`src/rtl/mux_sweep.sv`:
```
// Built-in sweep engine for a mux-under-test: walks every {sel,stim} vector,
// waits SETTLE cycles per vector, then captures mux_in into a truth table.
module mux_sweep #(
    parameter int SEL_W  = 3,
    parameter int STIM_W = 2,
    parameter int SETTLE = 2,
    localparam int IDX_W = SEL_W + STIM_W,
    localparam int V     = 1 << IDX_W
) (
    input  logic               clk,
    input  logic               rst,
    input  logic               start,
    input  logic               abort,
    input  logic               mux_in,
    output logic [SEL_W-1:0]   sel,
    output logic [STIM_W-1:0]  stim,
    output logic               busy,
    output logic               done,
    output logic [V-1:0]       result,
    output logic [IDX_W:0]     ones_count
);
    localparam logic [1:0] IDLE   = 2'd0;
    localparam logic [1:0] DRIVE  = 2'd1;
    localparam logic [1:0] SAMPLE = 2'd2;
    localparam logic [1:0] DONE   = 2'd3;

    localparam int CNT_W = (SETTLE > 1) ? $clog2(SETTLE) : 1;

    logic [1:0]       state;
    logic [IDX_W-1:0] idx;
    logic [CNT_W-1:0] cnt;

    // Vector is only presented while actively sweeping; idle/done park at 0.
    logic sweeping;
    assign sweeping = (state == DRIVE) || (state == SAMPLE);
    assign sel      = sweeping ? idx[IDX_W-1:STIM_W] : '0;
    assign stim     = sweeping ? idx[STIM_W-1:0]     : '0;
    assign busy     = (state != IDLE);

    always_ff @(posedge clk or posedge rst) begin
        if (rst) begin
            state      <= IDLE;
            idx        <= '0;
            cnt        <= '0;
            done       <= 1'b0;
            result     <= '0;
            ones_count <= '0;
        end else begin
            done <= 1'b0;
            case (state)
                IDLE: begin
                    if (start && !abort) begin
                        state      <= DRIVE;
                        idx        <= '0;
                        cnt        <= '0;
                        result     <= '0;
                        ones_count <= '0;
                    end
                end
                DRIVE: begin
                    if (abort) begin
                        state <= IDLE;
                        idx   <= '0;
                        cnt   <= '0;
                    end else if (cnt == CNT_W'(SETTLE - 1)) begin
                        cnt   <= '0;
                        state <= SAMPLE;
                    end else begin
                        cnt <= cnt + CNT_W'(1);
                    end
                end
                SAMPLE: begin
                    // Capture happens even when aborting on this cycle.
                    result[idx] <= mux_in;
                    ones_count  <= ones_count + (IDX_W + 1)'(mux_in);
                    if (abort) begin
                        state <= IDLE;
                        idx   <= '0;
                    end else if (idx == '1) begin
                        state <= DONE;
                    end else begin
                        idx   <= idx + IDX_W'(1);
                        state <= DRIVE;
                    end
                end
                DONE: begin
                    // Registered pulse lands in the cycle after DONE.
                    state <= IDLE;
                    idx   <= '0;
                    done  <= !abort;
                end
                default: state <= IDLE;
            endcase
        end
    end
endmodule

```
`config.mk`:
```
export PLATFORM = sky130hd
export DESIGN_NAME = mux_sweep
export DESIGN_NICKNAME = d
export VERILOG_FILES = /design/src/rtl/mux_sweep.sv
export SDC_FILE = /design/constraint.sdc
export NUM_CORES = 1
export LEC_CHECK = 0
export ABC_AREA = 1
export BUFFER_PORTS_ARGS = -buffer_cell sky130_fd_sc_hd__buf_2
export CORE_MARGIN = 4
export CORE_UTILIZATION = 50
export CTS_BUF_LIST = sky130_fd_sc_hd__clkbuf_4 sky130_fd_sc_hd__clkbuf_8
export DETAILED_ROUTE_END_ITERATION = 7
export GPL_TIMING_DRIVEN = 0
export PLACE_DENSITY_LB_ADDON = 0.15
export SLEW_MARGIN = 10
export SYNTH_ARGS = -nofsm -noshare
export SYNTH_HDL_FRONTEND = slang
export SYNTH_SLANG_ARGS = --single-unit
```
`constraint.sdc`:
```
create_clock -name clk -period 2.2 [get_ports clk]
set_input_delay 0.44 -clock clk [delete_from_list [all_inputs] [get_ports clk]]
set_output_delay 0.44 -clock clk [all_outputs]
set_load 0.01 [all_outputs]
```
Word level (Yosys, flattened, before mapping):

Index checks and enable logic that the tools add are counted.

* flip-flop bits (word level): 47
* input port bits: 5
* output and inout bits: 45
* logic and storage cells: 56

* $add $sub $neg: 3
* order comparisons: 2
* equal/unequal tests: 8
* mux-type cells: 25
* reductions and logical operators: 12

Operators with widths (count)
* case mux 32 bit (2 select lines): 1
* bitwise mux 32 bit: 1
* two-way mux 32 bit: 1
* two-way mux 5 bit: 4
* case mux 5 bit (4 select lines): 1
* two-way mux 2 bit: 6
* case mux 6 bit (2 select lines): 1
* case mux 2 bit (4 select lines): 1
* adder 6 x 1 -> 6 bit: 1
* less-than comparator 5 x 6 -> 1 bit, second input constant: 1
* two-way mux 6 bit: 1
* inequality test 3 bit, second input constant: 2
* AND reduction 2 bit: 3
* nonzero test 2 bit: 3
* adder 5 x 1 -> 5 bit, second input constant: 1
* demux 1 bit (select 5 bit): 1
* equality test 5 bit, second input constant: 1
* greater-or-equal comparator 5 x 1 -> 1 bit, second input constant: 1
* two-way mux 1 bit: 5
* equality test 2 bit, second input constant: 2
* inequality test 2 bit, second input constant: 2
* two-way mux 3 bit: 1
* AND reduction 3 bit: 1
* equality test 2 x 1 -> 1 bit, second input constant: 1
* other kinds (6): 7

Depth between registers and ports, before layout:

Gate-level depths: netlist of the first run.

* word-level depth: 6
* gate-level depth with buffers: 11
* gate-level depth less buffers: 9

Worst setup path before layout of the first run:

OpenSTA, ideal clock, no wires.

* kind: reg-to-reg
* from: register idx[0]
* to: register idx[0]
* library setup time: 83 ps
* arrival time: 1762 ps
* data required time: 2117 ps
* slack: 356 ps
* stages on the path, launching flop included: 11
* path buffers: 1
* clock period less this slack: 1844 ps
* cells stage by stage: dfrtp_1 > ha_1 > inv_1 > clkbuf_1 > nor3_1 > ha_1 > nand3_1 > nand2_1 > nor2_1 > nand3_1 > o21ai_0

* longest elaborated chain between the ends: 4
* elaborated cells on any way between the ends: 7
* classes of those cells: add/sub: 1; eq/ne: 2; mux: 3; reduce/logical: 1

RTL lines
* start, declared: line 30 `logic [IDX_W-1:0] idx;`
* start signal, assigned: line 82 `idx <= idx + IDX_W'(1);`
* adder 5 x 1 -> 5 bit: line 82
* two-way mux 5 bit: line 79 `end else if (idx == '1) begin`
* two-way mux 5 bit: line 76 `if (abort) begin`
* case mux 5 bit (4 select lines): line 50 `case (state)`

Several ways; a longest one is shown, not always the timed one. The select of a mux whose other input is x is not followed.
A chain may end at the register's enable or synchronous reset.

Final worst setup path of the first run:

Ends and elaborated chain as after synthesis.

==> flow_metrics.tcl, run 1 <==
set metrics [dict create \
    cp.depth 9 \
    layout-drive-gt1-share 0.169 \
    synth_edf_count 0 \
    synthCells 382 \
    grt_util_met1 0.287 \
    rows 26 \
    ant_nets 0 \
    rsz0062_at_grt "no" \
    grt_pass1_wl_mm 11.0 \
    slowest_delay_ps 440 \
    drc 0 \
    ir_drop_v 0.000581 \
    finalWorstSetupSlack_ps 255 \
    drv_slew 0 \
    hpwlAfterDp_mm 4.69 \
    boundaryPins 50 \
    postCtsHoldBufs 0 \
    drt-initial-drc-count 151 \
    path_clk_slew_ps 90 \
    p_total_mw 2.36 \
    cts_tree "built" \
    slew_headroom 0.651 \
    cp-start-kind "flop" \
    most-common-layout-cells "123 x nand2_1, 53 x buf_2, 47 x dfrtp_1" \
    yosysWarnings 0 \
    synth_top_flop_cell "dfrtp_1" \
    critical_path_required_ps 2410 \
    post-route-min-period_ps 1940 \
    synth.avg_cell_area_um2 7.17 \
    vias 2639 \
    wirelength_mm 6.45 \
    setup_violations 0 \
    critPathSlowestCell "dfrtp_1" \
    finalClockSkew_ps 10.4 \
    die_y_um 82.0 \
    r2r_cells 9 \
    dieArea_um2 6730 \
    use_met2 0.337 \
    hp-class "input port to asynchronous set/reset pin" \
    grt-ovfl-total 0 \
    grt_use_met3 0.0406 \
    netlist_area_um2 2740 \
    grt_usage 0.209 \
    ys_types 18 \
    finalHoldViolCount 0 \
    grt_pass1_vias 2400 \
    port_buffers 49 \
    endpoint "idx[0]$_DFFE_PP0P_" \
    grt_max_degree 26 \
    root_buffer "clkbuf_8" \
    synth_fp_nets 398 \
    maxCapViolations 0 \
    grt-busiest-layer "met2" \
    p_per_area_nw_per_um2 738 \
    crit_chain "ha_1, clkinvlp_4, nor3_1, ha_1, nand3_1, nand2_1, nor2_1, nand3_1, o21ai_0" \
    final_common_cell "nand2_1" \
    async_reset_ff_frac 1.00 \
    clk_latency_ps 300 \
    end_kind "flop" \
    dp_worst_setup_slack_ps -22.0 \
    core-area_um2 5200 \
    cts_max_path_buffers 2 \
    firstDrtPassIters 4 \
    nets 454 \
    cp-startpoint "idx[0]$_DFFE_PP0P_" \
    worst-path-max-fanout 13 \
    area_growth_pct 16.7 \
    post_cts_buffers 0 \
    path_buf_inv 1 \
    regToRegStartpoint "idx[0]$_DFFE_PP0P_" \
    crit_arrival_ps 2160 \
    initial_core_util 0.526 \
    hold_ws_ps 164 \
    cts_max_level 2 \
    numClockSinks 47 \
    yosysSeqAreaShare 0.429 \
    r2r-end "idx[0]$_DFFE_PP0P_" \
    wl_per_cell_um 12.7 \
    crit_family "simple AND/OR/NAND/NOR gates" \
    crit_type "flop to flop" \
    synth-seq-cells 47 \
    outcome "finished, final reports clean" \
    antenna_found_initial 0 \
    final_util 0.614 \
    cts_buffers 5 \
    die_w_um 82.0 \
    gp_congestion 0.808 \
    worst_pin_slew_ps 523 \
    diodes 0 \
    r2r_slack_ps 260 \
    leakage_nw 1.83 \
    max_freq_ghz 0.514 \
    setup_tns_ps 0 \
    finalCritPeriodShare 0.884 \
    routed_via_density 5.18 \
]
-- cell usage after synthesis (2+ instances only) --
master | count | area (µm²)
buf_4 | 5 | 37.5
buf_6 | 3 | 33.8
nand4_1 | 29 | 181
clkbuf_1 | 11 | 41.3
ha_1 | 11 | 138
o21ai_1 | 3 | 15.0
nor3_1 | 2 | 10.0
a21oi_1 | 4 | 20.0
nand3_1 | 32 | 160
o21ai_0 | 28 | 140
buf_2 | 4 | 20.0
nor2_1 | 42 | 158
inv_1 | 35 | 131
dfrtp_1 | 47 | 1180
nand2_1 | 123 | 462
-- routing by layer --
| metal | vias up | part of all wire | routed length [µm] |
|---|---|---|---|
| li1 | 1348 | - | - |
| met3 | 4 | 0.064 | 411 |
| met4 | 0 | 0.0059 | 38 |
| met1 | 1211 | 0.47 | 3030 |
| met5 | - | 0 | 0 |
| met2 | 76 | 0.46 | 2960 |
-- layout make-up --
type                    count  area, µm²
fillers                   490       2010
clock buffers               8        104
repair buffers             50        265
flip-flops and latches     47       1180
multi-input cells         275       1290
plain buffers              23        133
well taps                  70       87.6
inverters                  36        139
-- worst min path at each step --
stage | start | end | slack (ps) | cells past startpoint
finish | rst | result[3]$_DFFE_PP0P_ | 160 | 2
global route | rst | result[6]$_DFFE_PP0P_ | 190 | 2
CTS | rst | result[6]$_DFFE_PP0P_ | 180 | 2
detailed placement | result[7]$_DFFE_PP0P_ | result[7]$_DFFE_PP0P_ | 450 | 2
global placement | result[4]$_DFFE_PP0P_ | result[4]$_DFFE_PP0P_ | 450 | 2
floorplan | state[1]$_DFFE_PP0P_ | state[1]$_DFFE_PP0P_ | 490 | 2
-- registers in the layout (all words and copies together) (netlist names) --
register and cells:
cnt 1, done 1, idx 5, ones_count 6, result 32, state 2
-- power by group --
part / switching (mW) / total (mW) / internal (mW)
combinational: 0.557 / 0.824 / 0.267
sequential: 0.0427 / 0.955 / 0.912
clock: 0.282 / 0.581 / 0.299
total: 0.881 / 2.36 / 1.48
-- stage by stage --
step	cell area [µm²]	std cells
2_1_floorplan	2740	382
3_3_place_gp	3070	501
3_5_place_dp	3090	502
4_1_cts	3190	509
5_1_grt	3200	509
6_report	3200	509
-- logic make-up (layout without fill, tap and decap cells) --
logic type | count (synthesis) | count (layout) | share of synthesized area
and+or+nand+nor | 228 | 228 | 0.354
buffers and inverters | 60 | 117 | 0.0991
DFF | 47 | 47 | 0.429
AOI/OAI and AO/OA | 36 | 36 | 0.0671
adders and majority gates | 11 | 11 | 0.0502
-- timing repair --
action | CTS | global route
resized for setup | 0 | 1
setup endpoints to repair | 3 | 4
hold endpoints to repair | 0 | 0
pin swaps | 0 | 0
No activity file was read; power rests on OpenSTA's default activity.
==> inputs of run 2 (changes only) <==
- CORE_UTILIZATION: 50 -> 40
==> run 2 against run 1 <==
Compared with the run above:
- critical path depth stayed put
- worst setup slack worse by 30 ps
- non-clock buffer count stayed put
- via count is 2.4% lower
- largest cell class unchanged
- highest routed layer unchanged
==> flow_metrics.tcl, run 2 (synthesis results as in run 1) <==
set metrics [dict create \
    path_clk_slew_ps 90 \
    antenna_found_initial 0 \
    setup_violations 0 \
    ir_drop_v 0.000416 \
    cts_tree "built" \
    vias 2575 \
    nets 454 \
    area_growth_pct 16.4 \
    leakage_nw 1.82 \
    maxCapViolations 0 \
    crit_arrival_ps 2140 \
    regMostFlops "result" \
    end_kind "flop" \
    routed_via_density 5.00 \
    firstDrtPassIters 4 \
    grt_max_degree 28 \
    dieArea_um2 8240 \
    die_w_um 90.8 \
    cts_max_path_buffers 2 \
    hp-class "input port to asynchronous set/reset pin" \
    worst_pin_slew_ps 485 \
    outcome "finished, final reports clean" \
    diodes 0 \
    drc 0 \
    r2r_cells 9 \
    r2r_slack_ps 230 \
    clk_latency_ps 300 \
    grt_pass1_vias 2476 \
    die_y_um 90.8 \
    post-route-min-period_ps 1970 \
    r2r-end "idx[1]$_DFFE_PP0P_" \
    worst-path-max-fanout 13 \
    cts_max_level 2 \
    postCtsHoldBufs 0 \
    rows 29 \
    numClockSinks 47 \
    layout-drive-gt1-share 0.167 \
    root_buffer "clkbuf_8" \
    grt-ovfl-total 0 \
    finalCritPeriodShare 0.897 \
    core-area_um2 6490 \
    cts_buffers 5 \
    wirelength_mm 6.82 \
    max_freq_ghz 0.506 \
    reg.largest.list "result: 32 flops, ones_count: 6 flops, idx: 5 flops" \
    regToRegStartpoint "idx[1]$_DFFE_PP0P_" \
    most-common-layout-cells "123 x nand2_1, 53 x buf_2, 47 x dfrtp_1" \
    boundaryPins 50 \
    port_buffers 49 \
    slew_headroom 0.677 \
    critical_path_required_ps 2370 \
    final_util 0.491 \
    fillers 699 \
    crit_type "flop to flop" \
    rsz0062_at_grt "no" \
    finalClockSkew_ps 6.00 \
    wl_per_cell_um 13.2 \
    drv_slew 0 \
    finalHoldViolCount 0 \
    drt-initial-drc-count 184 \
    grt_usage 0.173 \
    p_total_mw 2.32 \
    gp_congestion 0.795 \
    ant_nets 0 \
    grt_pass1_wl_mm 11.9 \
    initial_core_util 0.422 \
    largest_register_ffs 32 \
    cp-start-kind "flop" \
    hpwlAfterDp_mm 4.97 \
    final_common_cell "nand2_1" \
    p_per_area_nw_per_um2 729 \
]
-- run 2: cell count changes in the layout (fill, tap and decap cells not counted) --
cell	change
clkbuf_4	-1
clkbuf_8	-1
clkinv_2	+1
-- run 2: how the worst max path moves through the flow --
stage / slack [ps] / from / cells after the start / end
finish: 230 / idx[1]$_DFFE_PP0P_ / 9 / idx[1]$_DFFE_PP0P_
floorplan: 360 / idx[0]$_DFFE_PP0P_ / 10 / idx[0]$_DFFE_PP0P_
detailed placement: -2 / idx[1]$_DFFE_PP0P_ / 10 / idx[1]$_DFFE_PP0P_
global placement: -40 / rst / 2 / done$_DFF_PP0_
global route: 60 / idx[0]$_DFFE_PP0P_ / 9 / idx[0]$_DFFE_PP0P_
CTS: 150 / idx[0]$_DFFE_PP0P_ / 9 / idx[1]$_DFFE_PP0P_
-- run 2: cell type report --
class | instances | area (µm²) | area share
Buffer | 23 | 133 | 0.0416
Clock buffer | 6 | 82.6 | 0.0259
Clock inverter | 1 | 5.00 | 0.00157
Inverter | 36 | 139 | 0.0435
Multi-Input combinational cell | 275 | 1290 | 0.405
Sequential cell | 47 | 1180 | 0.369
Tap cell | 77 | 96.3 | 0.0302
Timing Repair Buffer | 50 | 265 | 0.0832
-- run 2: timing repair --
item	4_1_cts	5_1_grt
setup buffers	0	0
pin swaps	0	0
gates resized for setup	0	1
endpoints found under the setup margin	4	4
-- run 2: power by group --
part / switching, mW / internal [mW] / total [mW]
Combinational: 0.557 / 0.267 / 0.823
Sequential: 0.0426 / 0.912 / 0.955
Clock: 0.299 / 0.248 / 0.547
Total: 0.898 / 1.43 / 2.32
-- run 2: layer usage --
layer	up-vias	global-route usage	routed length [µm]
met5	-	0	0
met4	0	0.0306	52
met3	5	0.0317	293
met2	56	0.281	3090
met1	1165	0.243	3380
li1	1349	-	-
-- run 2: stage by stage --
step	hold WS, ps	setup TNS, ps	setup WS, ps	cells	area [µm²]
6_report	143	0	226	515	3190
5_1_grt	183	0	65.0	515	3190
4_1_cts	164	0	146	515	3190
3_5_place_dp	457	-4.53	-2.32	509	3100
3_3_place_gp	453	-1820	-40.4	508	3080
2_1_floorplan	490	0	356	382	2740
-- run 2: critical path, cell delays in order, from the launching register on --
cell and delay (ps):
dfrtp_1 460, ha_1 280, clkinvlp_4 260, nor3_1 210, ha_1 180, nand3_1 90, nand2_1 90, nor2_1 100
nand3_1 80, o21ai_0 100
